**src/rtl/router_output_allocator.sv**
```systemverilog
// Per-output-port switch allocator: round-robin head-flit arbitration, wormhole
// locking until the tail flit, and downstream credit tracking with same-cycle bypass.
module router_output_allocator #(
  parameter int NUM_INPUTS        = 5,
  parameter int FLIT_BUFFER_DEPTH = 4,
  parameter int CREDIT_WIDTH      = $clog2(FLIT_BUFFER_DEPTH + 1),
  parameter int SEL_WIDTH         = $clog2(NUM_INPUTS)
) (
  input  logic                    clk_noc,
  input  logic                    rst_noc_sync,
  input  logic [NUM_INPUTS-1:0]   req,
  input  logic [NUM_INPUTS-1:0]   req_is_tail,
  input  logic [NUM_INPUTS-1:0]   turn_disable,
  output logic [NUM_INPUTS-1:0]   grant,
  input  logic                    credit_in,
  output logic                    send_out,
  output logic                    is_tail_out,
  output logic [SEL_WIDTH-1:0]    sel_out,
  output logic [CREDIT_WIDTH-1:0] credit_count,
  output logic                    locked,
  output logic                    err_credit_overflow
);

  // Handshake: req[i] is the valid of input i's buffer head; grant[i] is its ready,
  // and a flit moves (input pops, link sends) in exactly the cycles where both are high.
  typedef enum logic {IDLE = 1'b0, LOCKED = 1'b1} state_t;

  state_t                state;
  logic [SEL_WIDTH-1:0]  rr_ptr;
  logic [SEL_WIDTH-1:0]  owner;
  logic [NUM_INPUTS-1:0] eligible;
  logic                  can_send;
  logic                  found;
  logic                  fire;
  logic                  grant_tail;
  logic [SEL_WIDTH-1:0]  pick;
  logic [SEL_WIDTH-1:0]  grant_idx;
  int                    scan_idx;

  assign locked = (state == LOCKED);

  always_comb begin
    eligible = req & ~turn_disable;
    can_send = (credit_count != '0) || credit_in;
    found    = 1'b0;
    pick     = rr_ptr;
    scan_idx = 0;
    // Scan from farthest to nearest so the closest eligible input at/after rr_ptr wins.
    for (int k = NUM_INPUTS - 1; k >= 0; k--) begin
      scan_idx = (int'(rr_ptr) + k) % NUM_INPUTS;
      if (eligible[scan_idx]) begin
        found = 1'b1;
        pick  = SEL_WIDTH'(scan_idx);
      end
    end
    grant_idx = (state == LOCKED) ? owner : pick;
    grant     = '0;
    if (!rst_noc_sync && can_send) begin
      if (state == LOCKED) grant[owner] = req[owner];
      else if (found)      grant[pick]  = 1'b1;
    end
    fire       = |grant;
    grant_tail = req_is_tail[grant_idx];
  end

  always_ff @(posedge clk_noc) begin
    if (rst_noc_sync) begin
      state               <= IDLE;
      rr_ptr              <= '0;
      owner               <= '0;
      credit_count        <= CREDIT_WIDTH'(FLIT_BUFFER_DEPTH);
      send_out            <= 1'b0;
      is_tail_out         <= 1'b0;
      sel_out             <= '0;
      err_credit_overflow <= 1'b0;
    end else begin
      if (fire && !credit_in) begin
        credit_count <= credit_count - CREDIT_WIDTH'(1);
      end else if (!fire && credit_in) begin
        if (credit_count == CREDIT_WIDTH'(FLIT_BUFFER_DEPTH)) err_credit_overflow <= 1'b1;
        else credit_count <= credit_count + CREDIT_WIDTH'(1);
      end

      send_out    <= fire;
      is_tail_out <= fire && grant_tail;
      if (fire) sel_out <= grant_idx;

      case (state)
        IDLE: begin
          if (fire) begin
            rr_ptr <= (pick == SEL_WIDTH'(NUM_INPUTS - 1)) ? '0 : pick + SEL_WIDTH'(1);
            if (!grant_tail) begin
              state <= LOCKED;
              owner <= pick;
            end
          end
        end
        LOCKED: begin
          if (fire && grant_tail) state <= IDLE;
        end
        default: state <= IDLE;
      endcase
    end
  end

endmodule

```
**config.mk**
```make
export PLATFORM = sky130hd
export DESIGN_NAME = router_output_allocator
export DESIGN_NICKNAME = d
export VERILOG_FILES = /design/src/rtl/router_output_allocator.sv
export SDC_FILE = /design/constraint.sdc
export NUM_CORES = 1
export LEC_CHECK = 0
export ABC_AREA = 1
export ABC_CLOCK_PERIOD_IN_PS = 6400
export CAP_MARGIN = 20
export CORE_ASPECT_RATIO = 1.1
export CORE_UTILIZATION = 50
export DETAILED_ROUTE_END_ITERATION = 7
export GPL_ROUTABILITY_DRIVEN = 0
export PLACE_DENSITY = 0.74
export SLEW_MARGIN = 20
export SYNTH_ARGS = -nofsm -noshare
export SYNTH_HDL_FRONTEND = slang
export SYNTH_SLANG_ARGS = --single-unit
```
**constraint.sdc**
```tcl
create_clock -name clk_noc -period 6.4 [get_ports clk_noc]
set_input_delay 0.64 -clock clk_noc [delete_from_list [all_inputs] [get_ports clk_noc]]
set_output_delay 0.64 -clock clk_noc [all_outputs]
set_load 0.02 [all_outputs]
```
# ---- Word level (Yosys, flattened, before mapping)
# Cells that the tools add are included.
dict set report op_classes {
  div 5
  n_eq_ne 3
  muxes 45
  n_bitwise 6
  n_lt_le_gt_ge 10
  addsub 7
  n_mul 0
  n_shift 0
  n_reduce_logical 17
}
# cell count
set ops {}
lappend ops {{32-bit by 5-bit < comparator with 1-bit output, second input constant} 5}
lappend ops {{32-bit by 4-bit remainder unit with 32-bit output, second input constant} 4}
lappend ops {{4-bit by 4-bit remainder unit with 32-bit output, second input constant} 1}
lappend ops {{3-bit 2-to-1 mux} 10}
lappend ops {{1-bit 2-to-1 mux} 22}
lappend ops {{1-bit binary-select mux with 3-bit select} 7}
lappend ops {{5-bit 2-to-1 mux} 3}
lappend ops {{3-bit by 4-bit < comparator with 1-bit output, second input constant} 3}
lappend ops {{5-bit bitwise AND} 2}
lappend ops {{3-bit by 2-bit adder with 4-bit output, second input constant} 2}
lappend ops {{3-bit by 1-bit adder with 3-bit output, second input constant} 2}
lappend ops {{1-bit demux with 3-bit select} 2}
lappend ops {{3-bit == test, second input constant} 2}
lappend ops {{3-bit by 1-bit greater-or-equal comparator with 1-bit output, second input constant} 2}
lappend ops {{1-bit logical AND} 6}
lappend ops {{3-bit AND reduction} 2}
lappend ops {{5-bit inverter} 1}
lappend ops {{5-bit OR reduction} 1}
lappend ops {{3-bit by 1-bit adder with 4-bit output, second input constant} 1}
lappend ops {{3-bit by 3-bit adder with 4-bit output, second input constant} 1}
lappend ops {{2-bit AND reduction} 2}
lappend ops {{1-bit zero test} 3}
lappend ops {{1-bit inverter} 3}
lappend ops {{3-bit nonzero test} 1}
lappend ops {{other kinds (5)} 5}
dict set report totals {
  out_inout_bits 15
  mem_bits_rw 0
  register_bits 16
  elab_cells 101
  latch_bits 0
  mem_bits_ro 0
  n_memories 0
  inputBits 18
}

# ---- Logic depth before layout (Yosys ltp)
dict set report logic_depth {
  word_depth 22
  depth_mapped 41
  mapped_depth_nobuf 41
}

# ---- Least setup slack after synthesis
# No wires, ideal clock.
dict set report synth_path {
  path_kind {register -> register}
  start {register rr_ptr[1]}
  end {register credit_count[2]}
  synth_period_minus_slack_ps 4832
  setup_ps 131
  n_path_buf 0
  path_stages_with_launch 34
  slack_ps 1568
  arrival_ps 4701
  required_time_ps 6269
  path_cell_list {dfxtp_1 > inv_1 > ha_1 > nor2_1 > o21ai_2 > xor2_1 > ha_1 > fa_1 > inv_1 > nor2_1 > nand2_1 > nor2_1 > a21oi_1 > o211ai_1 > nand2_1 > nand2_1 > and2_1 > nand3_1 > nand2_1 > a21oi_2 > nand2_1 > o21ai_1 > nand2_1 > nand3_2 > nor2_8 > inv_2 > ha_1 > inv_1 > fa_1 > xor2_1 > o21ai_0 > inv_1 > nor2_1 > o31ai_1}
}
dict set report synth_between {
  elab_chain_len 22
  elab_cells_between_ends 50
  cone_classes {4 x add/sub; 5 x div; 2 x order compare; 1 x eq/ne; 31 x mux; 7 x reduce/logical}
}
# element line
set synth_lines {}
lappend synth_lines {{from (decl)} 29} ;# logic [SEL_WIDTH-1:0] rr_ptr;
lappend synth_lines {{from (signal assigned)} 91} ;# rr_ptr <= (pick == SEL_WIDTH'(NUM_INPUTS - 1)) ? '0 : pick + SEL_WIDTH'(1);
lappend synth_lines {{3-bit by 3-bit adder with 4-bit output} 50} ;# scan_idx = (int'(rr_ptr) + k) % NUM_INPUTS;
lappend synth_lines {{32-bit by 4-bit remainder unit with 32-bit output} 50}
lappend synth_lines {{1-bit binary-select mux with 3-bit select} 51} ;# if (eligible[scan_idx]) begin
lappend synth_lines {{1-bit 2-to-1 mux (not written as such) (2 in series)} 51}
lappend synth_lines {{3-bit 2-to-1 mux (5 in series)} 51}
lappend synth_lines {{3-bit by 4-bit < comparator with 1-bit output (not written as such) / 3-bit by 1-bit greater-or-equal comparator with 1-bit output (equally long branches)} 60} ;# else if (found) grant[pick] = 1'b1;
lappend synth_lines {{1-bit logical AND (not written as such)} 60}
lappend synth_lines {{1-bit 2-to-1 mux (not written as such)} 60}
lappend synth_lines {{(+2 left out)} n/a}
lappend synth_lines {{5-bit 2-to-1 mux (*)} 59} ;# if (state == LOCKED) grant[owner] = req[owner];
lappend synth_lines {{5-bit 2-to-1 mux (*)} 58} ;# if (!rst_noc_sync && can_send) begin
lappend synth_lines {{5-bit OR reduction (*)} 62} ;# fire = |grant;
lappend synth_lines {{via fire} 34} ;# logic fire;
lappend synth_lines {{1-bit zero test} 79} ;# end else if (!fire && credit_in) begin
lappend synth_lines {{1-bit logical AND} 79}
lappend synth_lines {{2-bit nonzero test (no line)} n/a}
lappend synth_lines {{2-bit AND reduction (no line)} n/a}
lappend synth_lines {{to (signal assigned)} 71} ;# credit_count <= CREDIT_WIDTH'(FLIT_BUFFER_DEPTH);
lappend synth_lines {{to (signal assigned)} 78} ;# credit_count <= credit_count - CREDIT_WIDTH'(1);
lappend synth_lines {{to (signal assigned)} 81} ;# else credit_count <= credit_count + CREDIT_WIDTH'(1);
lappend synth_lines {{to (decl)} 19} ;# output logic [CREDIT_WIDTH-1:0] credit_count,
# The timed path passes the listed nets; every way through them passes the cells marked *. The select of a mux whose other input is x is not followed.
# A chain may end at the register's enable or synchronous reset.

# ---- Worst setup path in the final report
# Ends and elaborated chain as after synthesis.

==> run_results.csv <==
group,metric,value,unit
floorplanning,initial_core_util,0.517,
floorplanning,core_area,0.00465,mm2
worst_setup_path,crit_fanout,11,
clocking,cts-buffers-inserted,3,
clocking,cts_tree,"built",
finish,nets,484,
clocking,clk_latency,0.24,ns
routing,wirelength,6170,um
synthesis,avgSynthCellArea,5.93,um2
routing,first_pass_iters,5,
sta,fin_crit,5.52,ns
routing,drt-initial-drc-count,177,
sta,rsz0062_at_grt,"no",
sta,fin_skew,0.00265,ns
worst_setup_path,cp.required,6.52,ns
global_route,antenna_found_initial,0,
floorplanning,rows,26,
clocking,cts.clk_slew.worst_paths,0.06,ns
sta,relSlewSlack,0.617,
worst_hold_path,hold_end,"sel_out[2]$_SDFFE_PP0N_",
routing,wl_per_cell,12.5,um
synthesis,ys_seq_elements,16,
clocking,cts_hold_buf,0,
sta,min_period_over_period,0.862,
worst_setup_path,path_delay_family,"simple AND/OR/NAND/NOR gates",
finish,area_growth,17.5,%
worst_hold_path,worstHoldPathCells,2,
floorplanning,die_area,0.00510,mm2
clocking,htree_levels,1,
routing,final_antenna_net_count,0,
finish,fin_util,0.608,
sta,finalHoldViolCount,0,
synthesis,yosysSeqAreaShare,0.133,
worst_setup_path,regToRegEndpoint,"credit_count[2]$_SDFFE_PP1P_",
worst_setup_path,cp_slowest_cell,"dfxtp_1",
global_route,grt_pass1_vias,2331,
floorplanning,fp.dieW,68.2,um
synthesis,syn_inst,406,
worst_setup_path,r2r_slack,0.88,ns
worst_hold_path,hp-class,"reg2reg",
status,outcome,"finished, final reports clean",
synthesis,synth_cell_types,37,
global_route,grt.overflow.total,0,
synthesis,syn_nets,450,
global_route,grt_first_pass_wirelength,9990,um
worst_setup_path,arrival,5.64,ns
floorplanning,io_pins,33,
clocking,root_buffer,"clkbuf_8",
sta,fmax,0.181,GHz
job,drv_cap,0,
placed_design,port_buffers,32,
synthesis,synth-edff-count,0,
worst_setup_path,rr_worst_depth,33,
finish,final_layout_size_suffix_gt1_frac,0.110,
finish,stdcell_count,494,
sta,setup_viol,0,
worst_setup_path,r2r-start,"rr_ptr[1]$_SDFFE_PP0P_",
placed_design,dp_hpwl,5120,um
clocking,postCtsSetupBuffers,0,
worst_setup_path,critPathMaxStageDelay,0.46,ns
worst_hold_path,min_from,"sel_out[2]$_SDFFE_PP0N_",
worst_setup_path,cp-start-kind,"flop",
global_route,grtUsageTotal,0.253,
sta,tightestPinTransition,0.570,ns
placed_design,dp_cells,491,
worst_setup_path,path_class,"reg2reg",
synthesis,synth_top_area_share,0.168,
routing,drc,0,
worst_setup_path,path_depth,33,
worst_setup_path,cp_num_buf_inv,5,
routing,routed-via-count,2616,
clocking,postCtsResizedCells,0,
worst_setup_path,critical_path.endpoint_type,"flop",
synthesis,synthTopCellsByArea,"nand2_1 (17%), dfxtp_1 (13%), ha_1 (12%)",
routing,via_per_inst,5.30,
sta,final_max_slew_viol_count,0,
floorplanning,die_h,74.8,um
synthesis,synthFlopType,"dfxtp_1",
worst_setup_path,crit_top_cell,"nand2_1",
synthesis,async_reset_ff_frac,0,
synthesis,netlist.top_cell.by_area,"nand2_1",
synthesis,ys.warnings.count,0,
clocking,cts.sinks,16,
sta,finalSetupTns,0,ns
finish,antennaDiodeCount,0,
synthesis,syn_area,0.00241,mm2
global_route,grt_max_degree,18,
clocking,clock_path_buffers,2,
## per-stage QoR
| step | instance area, um2 | setup WS (ns) | hold WS (ns) |
|---|---|---|---|
| 2_1_floorplan | 2410 | 1.57 | 0.499 |
| 3_3_place_gp | 2790 | 1.14 | 0.442 |
| 3_5_place_dp | 2790 | 0.950 | 0.470 |
| 4_1_cts | 2830 | 0.935 | 0.478 |
| 5_1_grt | 2830 | 0.336 | 0.512 |
| 6_report | 2830 | 0.880 | 0.469 |
## logic make-up after synthesis
group	synth area share
AND/OR/NAND/NOR	0.457
buffers and inverters	0.117
AO/OA/AOI/OAI	0.134
adder cells (fa/ha/maj)	0.141
flip-flops	0.133
XOR/XNOR	0.0182
## flip-flops by register name, indices dropped and copies added, names as in the netlist, named ones only
| register | cells |
|---|---|
| sel_out | 3 |
| credit_count | 3 |
| send_out | 1 |
| owner | 3 |
| is_tail_out | 1 |
| err_credit_overflow | 1 |
| rr_ptr | 3 |
## Yosys cell counts (7+ instances only)
library cell,instances
a21oi_1,14
dfxtp_1,16
ha_1,24
inv_1,62
inv_2,7
nand2_1,108
nand2_2,15
nand3_1,43
nor2_1,36
o21ai_0,13
o21ai_1,10
## cell type report
type	count	area, um2
tap	56	70.1
inverter	70	263
timing repair buffer	33	328
fill	474	1820
sequential	16	320
clock buffer	3	41.3
multi-input combinational	316	1810
## per-layer routing
layer  wire length, um  track usage  vias up
met5                 0            0        -
met4                82       0.0556        0
met3               185      0.00909        6
met2              3110        0.455       53
met1              2790        0.330     1192
li1                  -            -     1365
## worst max path at each step
stage,start,slack [ns],end
floorplan,rr_ptr[1]$_SDFFE_PP0P_,1.57,credit_count[2]$_SDFFE_PP1P_
global placement,rr_ptr[2]$_SDFFE_PP0P_,1.14,credit_count[2]$_SDFFE_PP1P_
detailed placement,rr_ptr[1]$_SDFFE_PP0P_,0.95,credit_count[2]$_SDFFE_PP1P_
CTS,rr_ptr[1]$_SDFFE_PP0P_,0.94,credit_count[2]$_SDFFE_PP1P_
global route,rr_ptr[2]$_SDFFE_PP0P_,0.34,credit_count[2]$_SDFFE_PP1P_
finish,rr_ptr[1]$_SDFFE_PP0P_,0.88,credit_count[2]$_SDFFE_PP1P_
## worst reg2reg max path, delay by kind of cell (launching register included)
family	cells	cell delay, ns
and+or+nand+nor	15	1.59
DFF	1	0.46
adders and majority gates	5	1.54
buffers and inverters	5	0.53
AOI/OAI and AO/OA	6	0.94
xor gates and xnor gates	2	0.33
## placed cells by master, fill, tap and decap left out, types with 3 or more instances in the layout
cell type,n
nand2_1,108
inv_1,62
nand3_1,43
nor2_1,36
clkdlybuf4s50_1,32
ha_1,24
dfxtp_1,16
nand2_2,15
a21oi_1,14
o21ai_0,13
o21ai_1,10
inv_2,7
nand3_2,5
xor2_1,5
o21ai_2,5
nand3b_1,5
nor3_1,3
nor4_1,3
nand4_1,3
a31oi_1,3
clkbuf_8,3
Power is left out: the tool's default activity adds up to more than one toggle a clock period on the data nets, which glitch-free logic cannot reach.
==> RTL edit 1: new RTL, same flow settings <==
Register the output `credit_count` once more; this adds one clock of latency there. The other outputs are not delayed to match.
--- a/src/rtl/router_output_allocator.sv
+++ b/src/rtl/router_output_allocator.sv
@@ -27,2 +27,4 @@
 
+  logic [CREDIT_WIDTH-1:0] credit_count_s0;
+
   state_t                state;
@@ -43,3 +45,3 @@
     eligible = req & ~turn_disable;
-    can_send = (credit_count != '0) || credit_in;
+    can_send = (credit_count_s0 != '0) || credit_in;
     found    = 1'b0;
@@ -70,3 +72,3 @@
       owner               <= '0;
-      credit_count        <= CREDIT_WIDTH'(FLIT_BUFFER_DEPTH);
+      credit_count_s0     <= CREDIT_WIDTH'(FLIT_BUFFER_DEPTH);
       send_out            <= 1'b0;
@@ -77,6 +79,6 @@
       if (fire && !credit_in) begin
-        credit_count <= credit_count - CREDIT_WIDTH'(1);
+        credit_count_s0 <= credit_count_s0 - CREDIT_WIDTH'(1);
       end else if (!fire && credit_in) begin
-        if (credit_count == CREDIT_WIDTH'(FLIT_BUFFER_DEPTH)) err_credit_overflow <= 1'b1;
-        else credit_count <= credit_count + CREDIT_WIDTH'(1);
+        if (credit_count_s0 == CREDIT_WIDTH'(FLIT_BUFFER_DEPTH)) err_credit_overflow <= 1'b1;
+        else credit_count_s0 <= credit_count_s0 + CREDIT_WIDTH'(1);
       end
@@ -105,2 +107,6 @@
 
+  always_ff @(posedge clk_noc) begin
+    credit_count <= credit_count_s0;
+  end
+
 endmodule
Function: changed (a bounded check fails within 4 cycles, from zero or initial values and one cycle with rst_noc_sync high).
==> RTL edit 1 against the unedited design <==
  * Wire length shrank 4.8%
  * First-iteration DRC count shrank 12%
  * Area after synthesis grew 0.62%
  * Cell area is essentially flat
  * Synthesized cell count shrank 0.99%
  * Critical path depth shrank 7
  * Worst setup slack lost 0.037 ns
  * Via count shrank 1.4%
  * Highest routed layer unchanged
  * Sequential cell count grew 3
==> RTL edit 1: results (changes against the unedited design) <==
- Fin nets: 477 (-1.4%)
- Synth Area in Compound Gates: 0.145 (+0.0116)
- Post-synthesis xor/xnor area fraction: 0.0145 (-0.00373)
- DRT Pass-1 Iters: 4 (-1)
- Commonest cells post-synth: 105 x nand2_1, 63 x inv_1, 41 x nand3_1, 27 x nor2_1, 24 x ha_1
- PortBufs: 32 (unchanged)
- Worst min path class: register to register
- Critical path arrival: 4.92 ns (-0.72 ns)
- Number of global-route vias before repair: 2227 (-4.5%)
- DRT Wirelength: 5870 microns (-4.8%)
- Met2 WL: 2970 microns (-4.6%)
- Slowest cell delay on critical path: 0.59 ns (+0.13 ns)
- First-pass GRT wire length: 9490 microns (-5.0%)
- Seq/Total Area, Yosys: 0.157 (+0.0240)
- DP Wirelength: 4780 microns (-6.6%)
- Syn Nets: 446 (-0.89%)
- Met3 WL: 152 microns (-18%)
- Status: complete, no violations
- Synth Area in Adders: 0.140 (-0.000876)
- Place WS: 0.952 ns (+0.00242 ns)
- Largest net degree at the start of global routing: 22 (+4)
- EDFF count, synth: 0 (unchanged)
- Slew @ Worst Pin: 0.570 ns (-0.000298 ns)
- Tot GR Track Use: 0.242 (-0.0110)
- Netlist cell types: 41 (+11%)
- Mapped Cells: 402 (-0.99%)
- Clock skew: 0.00464 ns (+0.00199 ns)
- Layout cells sized above 1: 0.0926 (-0.0170)
- Slowest CP cell: clkdlybuf4s50_1
- Initial drt markers: 155 (-12%)
- Area contributors post-synth: nand2_1 16%, dfxtp_1 16%, ha_1 12%
- Via count: 2579 (-1.4%)
- Via density: 5.28 (-0.20%)
-- RTL edit 1: cell count changes in the layout (fill, tap and decap cells not counted), moves of 3 or more --
cell | before | now
nand4_1 | 3 | 7
nor2_2 | 0 | 4
o21ai_2 | 5 | 1
a21oi_1 | 14 | 20
dfxtp_1 | 16 | 19
o21ai_1 | 10 | 7
o21ai_0 | 13 | 16
nor2_1 | 36 | 27
inv_2 | 7 | 2
nand2_1 | 108 | 105
-- RTL edit 1: cells by family after synthesis --
kind of cell,Yosys count
compound gates,60
xor+xnor,4
fa+ha+maj,26
buf+inv,73
flops,19
simple gates,220
-- RTL edit 1: cell type report --
cell class | instances | area (sq um) | area share
inverter | 66 | 248 | 0.0876
sequential | 19 | 380 | 0.135
clock buffer | 3 | 41.3 | 0.0146
timing repair buffer | 33 | 328 | 0.116
clock inverter | 1 | 7.51 | 0.00266
tap | 56 | 70.1 | 0.0248
multi-input combinational | 310 | 1750 | 0.620
-- RTL edit 1: path summary, 6_finish.rpt --
kind / start / to / slack, ns / depth (start not counted)
hold reg to reg: credit_count_s0[0] / credit_count[0] / 0.37 / 0
setup reg to reg: rr_ptr[1] / credit_count_s0[2] / 0.89 / 33
hold / removal: credit_count_s0[0] / credit_count[0] / 0.37 / 0
setup / recovery: rr_ptr[1] / grant[3] / 0.84 / 26
-- RTL edit 1: metrics by stage --
stage	power, mW	area [sq um]
finish	1.56	2830
floorplan	1.20	2420
CTS	1.56	2830
detailed placement	1.46	2780
global placement	1.45	2780
global route	1.75	2830
-- RTL edit 1: worst reg2reg max path, delay by kind of cell, from the launching register on --
kind	cells	cell delay [ns]
and+or+nand+nor	16	1.61
adders and majority gates	5	1.57
AOI/OAI and AO/OA	6	0.94
DFF	1	0.48
buffers and inverters	4	0.47
xor gates and xnor gates	2	0.32
-- RTL edit 1: where the power goes --
part           internal, mW  leakage [nW]  switching, mW  total, mW
clock network        0.0438        0.0217         0.0402     0.0840
logic                 0.456          1.27          0.831       1.29
registers             0.160         0.157         0.0267      0.187
total                 0.660          1.45          0.898       1.56
-- RTL edit 1: per-layer routing --
layer	vias to the layer above	track usage
met5	-	0
met4	0	0.0602
met3	8	0.0121
met2	42	0.453
met1	1170	0.296
li1	1359	-
==> RTL edit 2: new RTL, same flow settings <==
Without the edit above. Set the parameter `FLIT_BUFFER_DEPTH` to 8 (it was 4).
--- a/src/rtl/router_output_allocator.sv
+++ b/src/rtl/router_output_allocator.sv
@@ -4,3 +4,3 @@
   parameter int NUM_INPUTS        = 5,
-  parameter int FLIT_BUFFER_DEPTH = 4,
+  parameter int FLIT_BUFFER_DEPTH = 8,
   parameter int CREDIT_WIDTH      = $clog2(FLIT_BUFFER_DEPTH + 1),
Ports: changed (resized credit_count); port bits go from 33 to 34. No check against the original RTL was run, so the function may have changed too.
==> RTL edit 2 against the unedited design <==
  * Sequential cell count is 1 higher
  * Wire length is 0.11% higher
  * Maximum frequency is 1.7% lower
  * Cell area is 2.4% higher
  * Count of clock-buffer cells in the layout stayed put
  * Worst setup slack worse by 0.093 ns
  * Area after synthesis is 2.2% higher
  * Critical endpoint is now credit_count[3]
  * Largest cell class unchanged
  * Highest routed layer unchanged
Power is not shown: default switching activity piles up to over one toggle a cycle in this logic, so the estimate is an artifact.
==> RTL edit 2: results (changes against the unedited design) <==
- Critical path arrival: 5.77 ns (+0.13 ns)
- Initial drt markers: 182 (+2.8%)
- Worst min path class: register to register
- Tot GR Track Use: 0.256 (+0.00320)
- Seq/Total Area, Yosys: 0.138 (+0.00530)
- Post-synthesis xor/xnor area fraction: 0.0178 (-0.000389)
- Number of fill cells in the layout: 506 (+6.8%)
- # Post-CTS Setup Buffers: 0 (unchanged)
- Area contributors post-synth: nand2_1 15%, dfxtp_1 14%, ha_1 13%
- Finished Layout Cells: 509 (+3.0%)
- DP Wirelength: 5010 microns (-2.1%)
- Synth Area in Compound Gates: 0.142 (+0.00885)
- Via density: 5.23 (-1.2%)
- DRT Pass-1 Iters: 4 (-1)
- Status: complete, no violations
- Clock skew: 0.00329 ns (+0.000637 ns)
- Inst Count DP: 505 (+2.9%)
- Primary FF master, synth: dfxtp_1
- Number of global-route vias before repair: 2468 (+5.9%)
- Reg2reg path depth: 35 (+6.1%)
- Flop-to-flop setup slack: 0.79 ns (-0.09 ns)
- Layout cells sized above 1: 0.0993 (-0.0103)
- Crit Reg-Reg Endpoint: credit_count[3]
- Commonest cells post-synth: 101 x nand2_1, 66 x inv_1, 48 x nand3_1, 35 x nor2_1, 26 x ha_1
- Slew @ Worst Pin: 0.526 ns (-0.0446 ns)
- Mapped Cells: 419 (+3.2%)
- First-pass GRT wire length: 10200 microns (+2.2%)
- Fin nets: 500 (+3.3%)
- Hold slack: 0.466 ns (-0.00265 ns)
- Cell Area, Placed: 2850 sq um (+2.3%)
- Syn Nets: 465 (+3.3%)
- PortBufs: 33 (+3.1%)
- DR WL/cell: 12.1 microns (-2.8%)
- Synth Area in Adders: 0.149 (+0.00715)
- Clk_lat worst skew: 0.26 ns (+0.02 ns)
- Slowest cell delay on critical path: 0.47 ns
- Final cycle utilization of the critical path: 0.877 (+0.0146)
- Place WS: 0.830 ns (-0.120 ns)
- Netlist cell types: 33 (-11%)
- Multi-input logic area: 1830 sq um (+1.2%)
- Largest net degree at the start of global routing: 17 (-1)
-- RTL edit 2: layer usage --
metal  global-route usage  up-vias  wire [microns]
li1                     -     1413               -
met1                0.284     1176            2620
met2                0.482       57            3210
met3               0.0284       16             175
met4                0.111        0             167
met5                    0        -               0
-- RTL edit 2: how the worst min path moves through the flow --
stage,depth (start not counted),startpoint,to
floorplan,2,owner[2],owner[2]
global placement,2,err_credit_overflow,err_credit_overflow
detailed placement,2,err_credit_overflow,err_credit_overflow
CTS,2,err_credit_overflow,err_credit_overflow
global route,2,err_credit_overflow,err_credit_overflow
finish,2,err_credit_overflow,err_credit_overflow
-- RTL edit 2: area by class of cell --
| type | instances | area share |
|---|---|---|
| multi-input combinational | 325 | 0.631 |
| inverter | 73 | 0.0946 |
| clock inverter | 1 | 0.00173 |
| tap | 56 | 0.0242 |
| clock buffer | 3 | 0.0143 |
| sequential | 17 | 0.117 |
| timing repair buffer | 34 | 0.117 |
